$ cat src/rtl/shift_add_mul_pkg.sv
// ---------------------------------------------------------------------------
// shift_add_mul_pkg
// Shared definitions for the sequential shift-add multiplier:
//   - operand / result widths
//   - iteration counter width, derived from the operand width
//   - control FSM state encoding
// Related build macro: MUL_EARLY_EXIT_EN (used in shift_add_mul.sv).
// ---------------------------------------------------------------------------
package shift_add_mul_pkg;

    localparam int MUL_OP_W  = 8;
    localparam int MUL_RES_W = 16;
    localparam int MUL_CTR_W = $clog2(MUL_OP_W);

    typedef enum logic {
        IDLE = 1'b0,
        WORK = 1'b1
    } mul_state_e;

endpackage

$ cat src/rtl/shift_add_mul_if.sv
// ---------------------------------------------------------------------------
// shift_add_mul_if
// Start/busy multiply handshake between an initiator (master) and the
// multiplier (slave).
//   a_bi, b_bi : operands, sampled only when a start is accepted
//   start_i    : request, accepted on a rising edge while the slave is idle
//   busy_o     : high while a multiplication is in progress
//   y_bo       : registered product of the last completed multiplication
//   state_o    : debug view of the slave's control FSM
//
// Handshake: start_i is a level sampled on each rising edge; it is accepted
// only when busy_o is low at that edge and ignored (not queued) otherwise.
// busy_o rises after the accepting edge and falls on the edge that loads
// y_bo, so busy_o=0 always means y_bo holds a complete product.
// ---------------------------------------------------------------------------
interface shift_add_mul_if;
    import shift_add_mul_pkg::*;

    logic [MUL_OP_W-1:0]  a_bi;
    logic [MUL_OP_W-1:0]  b_bi;
    logic                 start_i;
    logic                 busy_o;
    logic [MUL_RES_W-1:0] y_bo;
    mul_state_e           state_o;

    modport master (
        output a_bi,
        output b_bi,
        output start_i,
        input  busy_o,
        input  y_bo,
        input  state_o
    );

    modport slave (
        input  a_bi,
        input  b_bi,
        input  start_i,
        output busy_o,
        output y_bo,
        output state_o
    );

endinterface

$ cat src/rtl/shift_add_mul_pp_stage.sv
// ---------------------------------------------------------------------------
// mul_pp_stage
// Combinational partial-product stage: adds the multiplicand, shifted left by
// the current bit position, to the accumulator when the current multiplier
// bit is set.
//   acc_i      : current accumulator
//   a_i        : multiplicand
//   ctr_i      : bit position of the current multiplier bit
//   b_lsb_i    : current multiplier bit
//   acc_next_o : accumulator after this step
// The 16-bit sum cannot overflow since 255*255 < 2^16.
// ---------------------------------------------------------------------------
module mul_pp_stage
    import shift_add_mul_pkg::*;
(
    input  logic [MUL_RES_W-1:0] acc_i,
    input  logic [MUL_OP_W-1:0]  a_i,
    input  logic [MUL_CTR_W-1:0] ctr_i,
    input  logic                 b_lsb_i,
    output logic [MUL_RES_W-1:0] acc_next_o
);

    logic [MUL_RES_W-1:0] a_ext;
    logic [MUL_RES_W-1:0] a_shifted;

    // Widen before shifting so the high bits are not lost.
    assign a_ext      = {{(MUL_RES_W-MUL_OP_W){1'b0}}, a_i};
    assign a_shifted  = a_ext << ctr_i;
    assign acc_next_o = b_lsb_i ? (acc_i + a_shifted) : acc_i;

endmodule

$ cat src/rtl/shift_add_mul.sv
// ---------------------------------------------------------------------------
// shift_add_mul
// Sequential 8x8 unsigned shift-add multiplier, responder side of the
// start/busy handshake. One partial product is accumulated per cycle; the
// product is written to y_bo only on the completing edge, so partial sums
// are never visible.
//   clk_i : clock, rising edge
//   rst_i : asynchronous active-high reset (abandons any multiplication)
//   bus   : shift_add_mul_if.slave (a_bi, b_bi, start_i, busy_o, y_bo,
//           state_o debug)
// Build macro MUL_EARLY_EXIT_EN: when defined, WORK finishes as soon as the
// remaining multiplier bits are all zero (latency 1..8 cycles); otherwise
// the latency is a fixed 8 cycles.
// ---------------------------------------------------------------------------
module shift_add_mul
    import shift_add_mul_pkg::*;
(
    input  logic           clk_i,
    input  logic           rst_i,
    shift_add_mul_if.slave bus
);

    mul_state_e           state_q;
    mul_state_e           state_d;
    logic [MUL_OP_W-1:0]  a_q;
    logic [MUL_OP_W-1:0]  b_q;
    logic [MUL_RES_W-1:0] acc_q;
    logic [MUL_CTR_W-1:0] ctr_q;
    logic [MUL_RES_W-1:0] y_q;
    logic [MUL_RES_W-1:0] acc_next;
    logic                 last_step;

    mul_pp_stage u_pp_stage (
        .acc_i      (acc_q),
        .a_i        (a_q),
        .ctr_i      (ctr_q),
        .b_lsb_i    (b_q[0]),
        .acc_next_o (acc_next)
    );

    // Completion test for the bit currently being processed.
`ifdef MUL_EARLY_EXIT_EN
    // Done once the multiplier left after this shift is zero: no further
    // partial products can contribute.
    assign last_step = (b_q[MUL_OP_W-1:1] == '0) || (ctr_q == '1);
`else
    assign last_step = (ctr_q == '1);
`endif

    // Next-state logic.
    always_comb begin
        state_d = state_q;
        case (state_q)
            IDLE: if (bus.start_i) state_d = WORK;
            WORK: if (last_step)   state_d = IDLE;
            default:               state_d = IDLE;
        endcase
    end

    // State register.
    always_ff @(posedge clk_i or posedge rst_i) begin
        if (rst_i) begin
            state_q <= IDLE;
        end else begin
            state_q <= state_d;
        end
    end

    // Datapath and output register.
    always_ff @(posedge clk_i or posedge rst_i) begin
        if (rst_i) begin
            a_q   <= '0;
            b_q   <= '0;
            acc_q <= '0;
            ctr_q <= '0;
            y_q   <= '0;
        end else begin
            case (state_q)
                IDLE: begin
                    if (bus.start_i) begin
                        a_q   <= bus.a_bi;
                        b_q   <= bus.b_bi;
                        acc_q <= '0;
                        ctr_q <= '0;
                    end
                end
                WORK: begin
                    acc_q <= acc_next;
                    b_q   <= b_q >> 1;
                    ctr_q <= ctr_q + 1'b1;
                    // Load the final sum, including this cycle's term.
                    if (last_step) y_q <= acc_next;
                end
                default: ;
            endcase
        end
    end

    // All outputs come straight from registers.
    assign bus.busy_o  = (state_q != IDLE);
    assign bus.y_bo    = y_q;
    assign bus.state_o = state_q;

endmodule

$ cat src/flat_wrapper.sv
// flat-port wrapper written by rule: the top's interface ports become plain ports
module shift_add_mul_flat import shift_add_mul_pkg::*;
  (clk_i, rst_i, bus_a_bi, bus_b_bi, bus_start_i, bus_busy_o, bus_y_bo, bus_state_o);
  shift_add_mul_if bus_i ();
  input  logic clk_i;
  input  logic rst_i;
  input wire logic [$bits(bus_i.a_bi)-1:0] bus_a_bi;
  input wire logic [$bits(bus_i.b_bi)-1:0] bus_b_bi;
  input wire logic [$bits(bus_i.start_i)-1:0] bus_start_i;
  output wire logic [$bits(bus_i.busy_o)-1:0] bus_busy_o;
  output wire logic [$bits(bus_i.y_bo)-1:0] bus_y_bo;
  output wire logic [$bits(bus_i.state_o)-1:0] bus_state_o;
  assign bus_i.a_bi = bus_a_bi;
  assign bus_i.b_bi = bus_b_bi;
  assign bus_i.start_i = bus_start_i;
  assign bus_busy_o = bus_i.busy_o;
  assign bus_y_bo = bus_i.y_bo;
  assign bus_state_o = bus_i.state_o;
  shift_add_mul u_core (.clk_i(clk_i), .rst_i(rst_i), .bus(bus_i));
endmodule
$ cat config.mk
export PLATFORM = sky130hd
export DESIGN_NAME = shift_add_mul_flat
export DESIGN_NICKNAME = d
export VERILOG_FILES = /design/src/rtl/shift_add_mul_pkg.sv /design/src/rtl/shift_add_mul_if.sv /design/src/rtl/shift_add_mul_pp_stage.sv /design/src/rtl/shift_add_mul.sv /design/src/flat_wrapper.sv
export SDC_FILE = /design/constraint.sdc
export NUM_CORES = 1
export LEC_CHECK = 0
export ABC_AREA = 1
export BUFFER_PORTS_ARGS = -buffer_cell sky130_fd_sc_hd__clkbuf_2
export CAP_MARGIN = 30
export CORE_ASPECT_RATIO = 1.2
export CORE_MARGIN = 3
export CORE_UTILIZATION = 37
export DETAILED_ROUTE_END_ITERATION = 7
export PLACE_DENSITY = 0.65
export SYNTH_ARGS = -nofsm -noshare
export SYNTH_HDL_FRONTEND = slang
export SYNTH_SLANG_ARGS = --single-unit
$ cat constraint.sdc
create_clock -name clk_i -period 6.7 [get_ports clk_i]
set_clock_uncertainty 0.1 [all_clocks]
set_input_delay 0.67 -clock clk_i [delete_from_list [all_inputs] [get_ports clk_i]]
set_output_delay 0.67 -clock clk_i [all_outputs]
set_load 0.005 [all_outputs]
# == Word level (Yosys, flattened, before mapping) ==
# Cells that the tools add are included.
# totals
ff_bits,52
latch_bits,0
mem_bits_rw,0
mem_bits_ro,0
input_bits,19
out_inout_bits,18
elab_cells,24
mem_count,0
# op_classes
addsub,2
multipliers,0
div_mod_pow,0
order_cmp,0
n_eq_ne,2
n_shift,1
n_mux,10
bitwise,1
reduce_logical,2
# op_table
operator,count
16-bit 2-to-1 mux,2
16-bit one-hot mux with 2 select lines,1
16-bit adder,1
8-bit one-hot mux with 2 select lines,1
8-bit by 3-bit << shifter with 16-bit output,1
8-bit 2-to-1 mux,1
3-bit one-hot mux with 2 select lines,1
2-bit AND reduction,2
3-bit by 1-bit adder with 3-bit output (second input constant),1
3-bit equality test (second input constant),1
3-bit 2-to-1 mux,1
1-bit 2-to-1 mux,2
2-bit inequality test (second input constant),1
1-bit one-hot mux with 2 select lines,1
1-bit inverter,1

# == Depth between registers and ports, before layout ==
# Gate-level depths: netlist (run 1).
# depth
word_depth,4
ltp_mapped,19
depth_no_buf,19

# == Cells and area by module ==
# Synthesis (run 1) repeated with hierarchy kept, for this count alone.
# hier_totals
hier_cells,501
area_unflattened_um2,3413.3
# modules_own_cells
module,n_inst,cells_per_inst,area_each_um2,seq_area_each_um2
shift_add_mul,1,217,2026.9,1301.2
mul_pp_stage,1,284,1386.3,0.0

# == Worst setup path after synthesis (run 1) ==
# No wires, ideal clock.
# synth_timing
path_type,reg-to-reg
start,register u_core.ctr_q[1]
end,register u_core.acc_q[15]
setup_ns,0.116
t_arrival_ns,2.070
required_ns,6.484
path_slack_ns,4.414
path_stages_with_launch,19
path_buffers,1
period_less_slack_ns,2.286
cell_sequence,dfrtp_1 inv_1 clkbuf_1 nor2_1 a31oi_1 mux2i_1 ha_1 nand2_1 inv_2 nand2_1 inv_1 and2_1 nand2_2 nand2_2 nand2_1 nand2_1 nand2_1 nand2_1 nand2_1
# synth_via
elab_chain_len,4
# synth_rtl
item,line,rtl
from (decl),shift_add_mul.sv:28,logic [MUL_CTR_W-1:0] ctr_q;
from (signal assigned),shift_add_mul.sv:90,ctr_q <= ctr_q + 1'b1;
8-bit by 3-bit << shifter with 16-bit output,shift_add_mul_pp_stage.sv:28,assign a_shifted = a_ext << ctr_i;
16-bit adder,shift_add_mul_pp_stage.sv:29,assign acc_next_o = b_lsb_i ? (acc_i + a_shifted) : acc_i;
16-bit 2-to-1 mux,shift_add_mul_pp_stage.sv:29,
16-bit one-hot mux with 2 select lines,shift_add_mul.sv:78,case (state_q)
to (signal assigned),shift_add_mul.sv:88,acc_q <= acc_next;
to (decl),shift_add_mul.sv:27,logic [MUL_RES_W-1:0] acc_q;
# Every way passes these cells.
# A chain may end at the register's enable or synchronous reset.

# == Worst setup path in the final report (run 1) ==
# layout_timing
start,register u_core.ctr_q[0]
end,register u_core.y_q[8] (netlist: u_core.bus.y_bo[8])
# layout_via
elab_chain_len,3
elab_cells_between_ends,5
cone_classes,1 x add/sub; 1 x eq/ne; 1 x shift; 1 x mux; 1 x reduce/logical
# layout_rtl
item,line,rtl
8-bit by 3-bit << shifter with 16-bit output,shift_add_mul_pp_stage.sv:28,
16-bit adder,shift_add_mul_pp_stage.sv:29,
16-bit 2-to-1 mux,shift_add_mul_pp_stage.sv:29,
to (signal assigned),shift_add_mul.sv:92,if (last_step) y_q <= acc_next;
to (decl),shift_add_mul.sv:29,logic [MUL_RES_W-1:0] y_q;
# Several ways; a longest one is shown, not always the timed one.

==> flow_summary.toml, run 1 <==
[grt]
grt_max_degree = 34
grt_pass1_vias = 3063
grt-ovfl-total = 0
grt_pass1_wl_um = 14370
grt_antenna_before_repair = 0
global_route.usage.total_pct = 16.80

[synthesis]
post_synth_num_cell_types = 32
synth_seq_cells = 52
yosysSeqAreaShare_pct = 38.15
synth_async_sr_flop_share_pct = 100.0
yosysTopAreaCellShare_pct = 38.15
synth_area_um2 = 3411
yosys.area.top_type = "dfrtp_1"
synth_area_per_cell_um2 = 6.947
synth_edf_count = 0
synthTopCellsByCount = "196 x nand2_1, 59 x inv_1, 52 x dfrtp_1"
synth.most_common_cell = "nand2_1"
synthTopCellsByArea = "dfrtp_1 38%, nand2_1 22%, inv_1 6.5%, ha_1 6.2%, nand3_1 6.0%"
ys.flop_type = "dfrtp_1"
yosysWarningCount = 0
syn-num-nets = 528
syn_inst = 491

[detailed_routing]
viasPerCell = 4.818
initialDrtViolationCount = 158
wl_um = 8119
ant_nets = 0
dr.pass1.iters = 4
num_vias = 3079
drc = 0
route.detailed.wl_per_inst_um = 12.71

[final_layout]
layout-area-overhead-vs-synth_pct = 11.45
finalInstanceArea_um2 = 3801
n_fill_cell = 946
finish.utilization_pct = 43.21
layout-drive-gt1-share_pct = 13.98
nets = 558
layout.cells.non_filler = 639
insertedDiodeCount = 0

[worst_setup_path]
crit_type = "reg2reg"
end_kind = "flop"
crit_fanout = 16
start_kind = "flop"
setup.worst_path.start = "u_core.ctr_q[0]$_DFFE_PP0P_"
crit_required_ps = 6810
crit_arrival_ps = 3120
worstReg2RegStart = "u_core.ctr_q[0]$_DFFE_PP0P_"

[timing]
rsz0062_at_grt = "false"
maxSlewViolCount = 0
layout_min_cycle_time_ps = 3009
tns_ps = 0
hold_violations = 0
fin_crit_sh_pct = 44.91
setup_violations = 0
clock.fmax_mhz = 332.3
worst_pin_slew_ps = 964.8
relSlewSlack_pct = 35.68

[pwr]
ir_worst_vdd_mv = 0.2542
powerDensity_nw_per_um2 = 578.3
leakagePower_nw = 2.091
finalPower_w = 0.002198

[floorplan]
rows = 37
num_io_pins = 37
die_area_um2 = 10410
die_y_um = 111.2
initial_utilization_pct = 38.78
die_x_um = 93.65
core-area_um2 = 8796

[clocking]
path_clk_slew_ps = 110
clock_sinks = 52
cts_buffer_depth = 2
cts_buffers = 5
cts_root_buf = "clkbuf_8"
cts_tree = "done"
h-tree-depth = 2
clk-insertion-delay-late_ps = 310
ctsHoldBuffers = 0
post_cts_resized = 0
cts_setup_buffers = 0

[outcome]
status = "finished, final reports clean"

[placed_design]
hpwl_um = 6211
dpl_cell_area_um2 = 3686
dp.cells = 631
io_buffers = 36
gp_congestion = 0.9168

[job]
drv_cap = 0

[min_path]
hold_path_class = "in2async"
## flip-flops by register name, indices dropped and copies added, names as in the netlist
register / count
u_core.acc_q: 16
u_core.a_q: 8
u_core.bus.y_bo: 16
u_core.bus.busy_o: 1
u_core.b_q: 8
u_core.ctr_q: 3
## worst max-delay path, stage by stage, from the launching register on
cell and delay [ps]:
dfrtp_1 630, inv_1 210, nand2_1 100, nand2_1 70, o21ai_0 310, nor2_1 100, ha_1 370, nand3_1 110
nand3_1 170, a21oi_1 210, xor2_1 230, nand2_1 100, nand3_1 140, nand2_1 60
## routing by layer
layer  vias to the layer above  global-route usage [%]  wire length (um)
met4                         0                   2.216                34
li1                       1598                       -                 -
met1                      1418                   21.96              3600
met2                        59                   29.72              4140
met5                         -                       0                 0
met3                         4                   2.648               343
## final cells by class
cell class | count | area, um^2 | share of cell area (%)
multi-input cells | 360 | 1787 | 47.00
flip-flops and latches | 52 | 1301 | 34.23
well taps | 117 | 146.4 | 3.851
inverters | 63 | 236.5 | 6.221
repair buffers | 39 | 215.2 | 5.662
clock inverters | 3 | 46.29 | 1.218
clock buffers | 5 | 68.82 | 1.810
## per-stage QoR
step / hold slack, ps / setup WS (ps)
6_report: 281.4 / 3691
3_3_place_gp: 362.3 / 3829
4_1_cts: 293.4 / 3761
3_5_place_dp: 366.9 / 3788
2_1_floorplan: 358.1 / 4414
5_1_grt: 321.6 / 3372
## worst paths after layout
| check | endpoint | slack [ps] | depth (start not counted) |
|---|---|---|---|
| max | u_core.bus.y_bo[8]$_DFFE_PP0P_ | 3690 | 13 |
| min | u_core.bus.y_bo[2]$_DFFE_PP0P_ | 280 | 2 |
| max reg2reg | u_core.bus.y_bo[8]$_DFFE_PP0P_ | 3690 | 13 |
| min reg2reg | u_core.bus.y_bo[15]$_DFFE_PP0P_ | 390 | 2 |
| max in group asynchronous | u_core.b_q[3]$_DFFE_PP0P_ | 5670 | 3 |
| min in group clk_i | u_core.bus.y_bo[15]$_DFFE_PP0P_ | 390 | 2 |
## power breakdown
| part | total [W] | internal (W) | switching, W |
|---|---|---|---|
| clock | 0.000232 | 0.000114 | 0.000118 |
| combinational | 0.00137 | 0.000511 | 0.000855 |
| sequential | 0.000600 | 0.000456 | 0.000143 |
## cells in the final DEF, fill, tap and decap left out, types with 2 or more instances in the layout
master	count
clkbuf_8	5
dfrtp_1	52
nand2_1	196
nand2_2	7
o21ai_1	8
xor2_1	2
or2_2	10
a21oi_1	8
inv_2	4
o211ai_1	3
xnor2_1	4
nand4_1	3
clkbuf_2	36
inv_1	58
nand3_1	41
ha_1	17
o21ai_0	24
mux2i_1	5
nor2_1	18
a22oi_1	2
nand3_2	3
buf_4	2
nor3_1	3
## kinds of logic after synthesis
family | share of synthesized area, %
AND/OR/NAND/NOR | 35.22
buffers and inverters | 9.464
flip-flops | 38.15
AO/OA/AOI/OAI | 7.337
adder cells (fa/ha/maj) | 6.823
XOR/XNOR | 1.541
multiplexers | 1.467
No activity file was read; power rests on OpenSTA's default activity.
==> run 2, diff against run 1 <==
ABC_AREA = 0   (was 1)
clock period = 3.1 ns   (was 6.7 ns; I/O delays follow)
==> run 2 against run 1 <==
Non-clock buffer count rose by 18. Final cell count shrank 26%. Combinational power rose by 100%. Largest cell class unchanged. Cell area decreased by 2.2%. First-iteration DRC count shrank 47%. Setup slack got worse by 3600 ps. Die area shrank 8.5%. Area after synthesis decreased by 9.1%. Global-route usage is 1.9 points lower. Clock power is 100% higher. Sequential share of layout area grew 0.85 points. Critical path type unchanged. Largest power group unchanged. Via count decreased by 21%.
==> flow_summary.toml, run 2 <==
[outcome]
status = "finished, final reports clean"

[worst_setup_path]
reg2reg_slack_ps = 90
critPathBufInv = 0
cp_slowest_cell = "dfrtp_2"
end_kind = "flop"
start_kind = "flop"
worst_path_largest_cell_delay_ps = 490
crit_required_ps = 3200
ff2ff_path_depth = 10
cp_cell_sequence = "mux2i_2 -> mux2_4 -> o22ai_1 -> ha_1 -> and2_2 -> a221o_1 -> a32oi_2 -> o31ai_2 -> xor2_1 -> mux2_2"
crit_arrival_ps = 3100
cpLargestDelayFamily = "compound AO/OA/AOI/OAI gates"
r2r-end = "u_core.bus.y_bo[15]$_DFFE_PP0P_"
crit_type = "reg2reg"
worstReg2RegStart = "u_core.ctr_q[1]$_DFFE_PP0P_"
crit_fanout = 7

[pwr]
seqPwrFrac_pct = 28.5
leakagePower_nw = 1.761
intPower_w = 0.002559
p_sw_w = 0.001987
p_clk_share_pct = 10.3
powerDensity_nw_per_um2 = 1223
ir_worst_vdd_mv = 0.4919
power_frac_comb_pct = 61.2
swShare_pct = 43.71

[floorplan]
num_io_pins = 37
die_area_um2 = 9522
core-area_um2 = 7926
die_x_um = 89.58
die_y_um = 106.3
initial_utilization_pct = 39.13
rows = 35

[final_layout]
layout-area-overhead-vs-synth_pct = 19.81
nets = 400
n_fill_cell = 768
final_common_cell = "dfrtp_1"
finalInstanceArea_um2 = 3716
layout-drive-gt1-share_pct = 26.65
finish.utilization_pct = 46.88
insertedDiodeCount = 0
layout_common_cells = "50 x dfrtp_1, 42 x nand2_1, 36 x clkbuf_2"

[timing]
hold_violations = 0
timing.hold.ws_ps = 130.9
relSlewSlack_pct = 53.82
fin_crit_sh_pct = 96.97
setup_violations = 0
clock.fmax_mhz = 332.7
layout_min_cycle_time_ps = 3006
rsz0062_at_grt = "true"
worst_pin_slew_ps = 692.7
maxSlewViolCount = 0

[min_path]
min_path_cells = 2
holdPathEnd = "u_core.a_q[7]$_DFFE_PP0P_"
hold_path_class = "in2reg"
min-delay-start = "bus_a_bi[7]"

[clocking]
cts_tree = "done"
cts_buffers = 5
clock_sinks = 52
h-tree-depth = 2
clk-insertion-delay-late_ps = 300
cts_root_buf = "clkbuf_8"
path_clk_slew_ps = 100
cts_buffer_depth = 2

[detailed_routing]
wl_um = 6760
dr.pass1.iters = 4
initialDrtViolationCount = 84
ant_nets = 0
viasPerCell = 5.131
drc = 0
num_vias = 2437
route.detailed.wl_per_inst_um = 14.23

[job]
drv_cap = 0

[synthesis]
ys.flop_type = "dfrtp_1"
synth.most_common_cell = "dfrtp_1"
synthTopCellsByArea = "dfrtp_1 42%, mux2i_1 8.1%, ha_1 6.9%, o21ai_0 6.3%, mux2_2 5.4%"
yosysWarningCount = 0
synth_area_um2 = 3102
syn-num-nets = 353
synth_area_per_cell_um2 = 9.816
synth_edf_count = 0
syn_inst = 316
yosysTopAreaCellShare_pct = 41.95
post_synth_num_cell_types = 41
yosys.area.top_type = "dfrtp_1"
synth_async_sr_flop_share_pct = 100.0
synthTopCellsByCount = "52 x dfrtp_1, 42 x nand2_1, 39 x o21ai_0"
synth_seq_cells = 52
yosysSeqAreaShare_pct = 41.95

[grt]
grtUsageMet1_pct = 20.95
grt_max_degree = 33
global_route.usage.total_pct = 14.93
grt_pass1_vias = 2421
grt_antenna_before_repair = 0
grt_pass1_wl_um = 11360
met3_usage_pct = 2.636
grt-ovfl-total = 0
busiest_layer = "met2"
globalRouteMet2Util_pct = 23.48

[placed_design]
dpl_cell_area_um2 = 3470
io_buffers = 36
gp_congestion = 0.9483
hpwl_um = 5114
run 2: cell types whose count changed after synthesis, sizes merged, moves of 10 or more:
cell,delta
nand2,-161
inv,-58
nand3,-40
mux2i,+20
mux2,+15
a21oi,+11
or2,-10
run 2: layout make-up:
type                    instances  area (um^2)  share of cell area (%)
clock inverters                 3        42.54                   1.145
clock buffers                   5        68.82                   1.852
well taps                     111        138.9                   3.737
flip-flops and latches         52         1304                   35.08
inverters                       4        15.01                  0.4040
multi-input cells             243         1794                   48.28
repair buffers                 57        352.8                   9.495
run 2: per-stage QoR:
step	power [W]	std cells	setup TNS [ps]	setup slack, ps
global placement	0.003759	459	0	112.6
detailed placement	0.003832	460	0	48.55
floorplan	0.003124	316	0	99.72
finish	0.004546	475	0	94.07
global route	0.004963	475	-2.190	-2.190
CTS	0.004310	469	0	30.81
run 2: repair_timing:
item                                   in CTS  in global routing
hold buffers                                1                  0
gates resized for setup                     0                 18
setup endpoints to repair                   0                 17
setup buffers                               0                  6
endpoints found under the hold margin      20                  0
run 2: worst reg2reg max path, cell delays in order (launching register included):
cell     delay [ps]
dfrtp_2         490
mux2i_2         190
mux2_4          290
o22ai_1         150
ha_1            290
and2_2          250
a221o_1         370
a32oi_2         250
o31ai_2         110
xor2_1          160
mux2_2          270
run 2: per-layer routing:
metal,up-vias,share of wire [%]
met2,41,48
met1,1163,47
li1,1221,-
met4,0,2.1
met3,12,3.2
met5,-,0
run 2: how the worst max path moves through the flow:
stage               cells past startpoint                              end                        start  slack, ps
global placement                       11     u_core.acc_q[14]$_DFFE_PP0P_  u_core.ctr_q[1]$_DFFE_PP0P_        110
CTS                                    11     u_core.acc_q[14]$_DFFE_PP0P_  u_core.ctr_q[1]$_DFFE_PP0P_         30
floorplan                              11  u_core.bus.y_bo[10]$_DFFE_PP0P_  u_core.ctr_q[1]$_DFFE_PP0P_        100
detailed placement                     11     u_core.acc_q[14]$_DFFE_PP0P_  u_core.ctr_q[1]$_DFFE_PP0P_         50
global route                           10  u_core.bus.y_bo[15]$_DFFE_PP0P_  u_core.ctr_q[1]$_DFFE_PP0P_         -2
finish                                 10  u_core.bus.y_bo[15]$_DFFE_PP0P_  u_core.ctr_q[1]$_DFFE_PP0P_         90
run 2: logic make-up after synthesis:
logic type | share of synthesized area (%)
AO/OA/AOI/OAI | 18.48
AND/OR/NAND/NOR | 11.90
flip-flops | 41.95
multiplexers | 13.51
buffers and inverters | 2.702
adder cells (fa/ha/maj) | 7.503
XOR/XNOR | 3.953
run 2: power by group through the flow:
stage | clock [W] | sequential (W) | combinational, W
after floorplan | 0 | 0.00115 | 0.00197
after global placement | 0 | 0.00129 | 0.00247
after detailed placement | 0 | 0.00130 | 0.00253
after CTS | 0.000478 | 0.00128 | 0.00255
after global routing | 0.000512 | 0.00135 | 0.00310
final | 0.000468 | 0.00130 | 0.00278
==> run 3, diff against run 2 <==
CORE_ASPECT_RATIO = not set   (was 1.2)
CTS_CLUSTER_DIAMETER = 200   (was not set)
TNS_END_PERCENT = 1   (was not set)
==> run 3 against run 2 <==
First-iteration DRC count rose by 80%. Sequential power is 3% lower. Final cell count is 3.6% lower. Sequential share of layout area grew 0.90 points. Critical path type unchanged.
==> flow_summary.toml, run 3 (synthesized netlist as in run 2, its figures left out) <==
[worst_setup_path]
crit_fanout = 12
setup.worst_path.start = "u_core.ctr_q[1]$_DFFE_PP0P_"
cp_slowest_cell = "dfrtp_1"
start_kind = "flop"
crit_arrival_ps = 3070
reg2reg_slack_ps = 110
worst_path_largest_cell_delay_ps = 420
critPathBufInv = 1
crit_required_ps = 3190
cp_cell_sequence = "buf_12 -> mux2i_2 -> mux2_2 -> o22ai_2 -> ha_2 -> and2_1 -> a221o_1 -> a32oi_1 -> o31ai_2 -> xor2_1 -> mux2_2"
end_kind = "flop"
worstReg2RegStart = "u_core.ctr_q[1]$_DFFE_PP0P_"
cpLargestDelayFamily = "compound AO/OA/AOI/OAI gates"
r2r-end = "u_core.bus.y_bo[15]$_DFFE_PP0P_"
endpoint = "u_core.bus.y_bo[15]$_DFFE_PP0P_"
crit_type = "reg2reg"
cp_common_cell = "mux2_2"
cp_num_cells = 11
ff2ff_path_depth = 11

[timing]
tns_ps = 0
fin_crit_sh_pct = 96.35
layout_min_cycle_time_ps = 2987
worst_pin_slew_ps = 832.6
clock.fmax_mhz = 334.8
relSlewSlack_pct = 44.36
hold_violations = 0
setup_violations = 0
setup_ws_ps = 113.2
maxSlewViolCount = 0
rsz0062_at_grt = "true"

[clocking]
clock_sinks = 52
clk-insertion-delay-late_ps = 300
h-tree-depth = 2
cts_buffer_depth = 2
cts_buffers = 5
cts_tree = "done"
path_clk_slew_ps = 90
cts_root_buf = "clkbuf_8"

[grt]
grt_pass1_vias = 2356
grt_max_degree = 29
grt_pass1_wl_um = 11480
global_route.usage.total_pct = 14.43
grt_antenna_before_repair = 0
grt-ovfl-total = 0

[final_layout]
layout_common_cells = "51 x dfrtp_1, 42 x nand2_1, 36 x o21ai_0, 36 x clkbuf_2, 23 x mux2i_1"
layout-area-overhead-vs-synth_pct = 16.70
final_common_cell = "dfrtp_1"
insertedDiodeCount = 0
layout-drive-gt1-share_pct = 24.72
nets = 393

[job]
drv_cap = 0

[placed_design]
gp_congestion = 0.8866
pre_cts_ws_ps = 65.79
hpwl_um = 5234
io_buffers = 36

[floorplan]
die_x_um = 97.56
core-area_um2 = 7928
die_area_um2 = 9518
rows = 32
initial_utilization_pct = 39.13
num_io_pins = 37
die_y_um = 97.56

[detailed_routing]
wl_um = 6848
drc = 0
ant_nets = 0
route.detailed.wl_per_inst_um = 14.95
num_vias = 2429
viasPerCell = 5.303
initialDrtViolationCount = 151
dr.pass1.iters = 4

[pwr]
leakagePower_nw = 1.709
finalPower_w = 0.004426
ir_worst_vdd_mv = 0.3827
powerDensity_nw_per_um2 = 1223

[outcome]
status = "finished, final reports clean"

[min_path]
hold_path_class = "in2reg"
[run 3: worst min path at each step]
stage,endpoint,cells past startpoint,startpoint
3_3_place_gp,u_core.bus.y_bo[5]$_DFFE_PP0P_,2,u_core.bus.y_bo[5]$_DFFE_PP0P_
5_1_grt,u_core.a_q[3]$_DFFE_PP0P_,2,bus_a_bi[3]
6_report,u_core.a_q[1]$_DFFE_PP0P_,2,bus_a_bi[1]
2_1_floorplan,u_core.b_q[0]$_DFFE_PP0P_,2,u_core.b_q[1]$_DFFE_PP0P_
4_1_cts,u_core.a_q[1]$_DFFE_PP0P_,2,bus_a_bi[1]
3_5_place_dp,u_core.acc_q[11]$_DFFE_PP0P_,2,rst_i
[run 3: area by class of cell]
class,count,area [um^2]
multi-input cells,243,1784
clock buffers,6,72.57
well taps,102,127.6
inverters,4,15.01
fillers,790,4308
clock inverters,1,5.005
repair buffers,50,312.8
flip-flops and latches,52,1303
[run 3: metrics by stage]
step	instance area (um^2)	hold WS [ps]	std cells	utilization (%)
2_1_floorplan	3102	349.2	316	-
3_5_place_dp	3441	293.1	447	43.40
4_1_cts	3528	129.9	455	44.51
3_3_place_gp	3421	359.6	446	43.15
5_1_grt	3620	135.7	458	45.66
6_report	3620	134.2	458	45.66
[run 3: per-layer routing]
layer	track usage (%)	share of wire (%)	vias to the layer above
li1	-	-	1208
met1	20.49	48	1157
met2	22.61	46	58
met3	3.302	4.6	6
met4	2.769	1.2	0
met5	0	0	-
[run 3: report_power, final]
group          switching, W  internal [W]
combinational       0.00148       0.00132
clock              0.000217      0.000154
sequential         0.000285      0.000971
[run 3: what timing repair did]
item                                    in CTS  in global routing
endpoints found under the hold margin       25                  0
resized for setup                            0                 16
buffers inserted                             0                  3
hold buffers                                 1                  0
endpoints found under the setup margin       0                 16
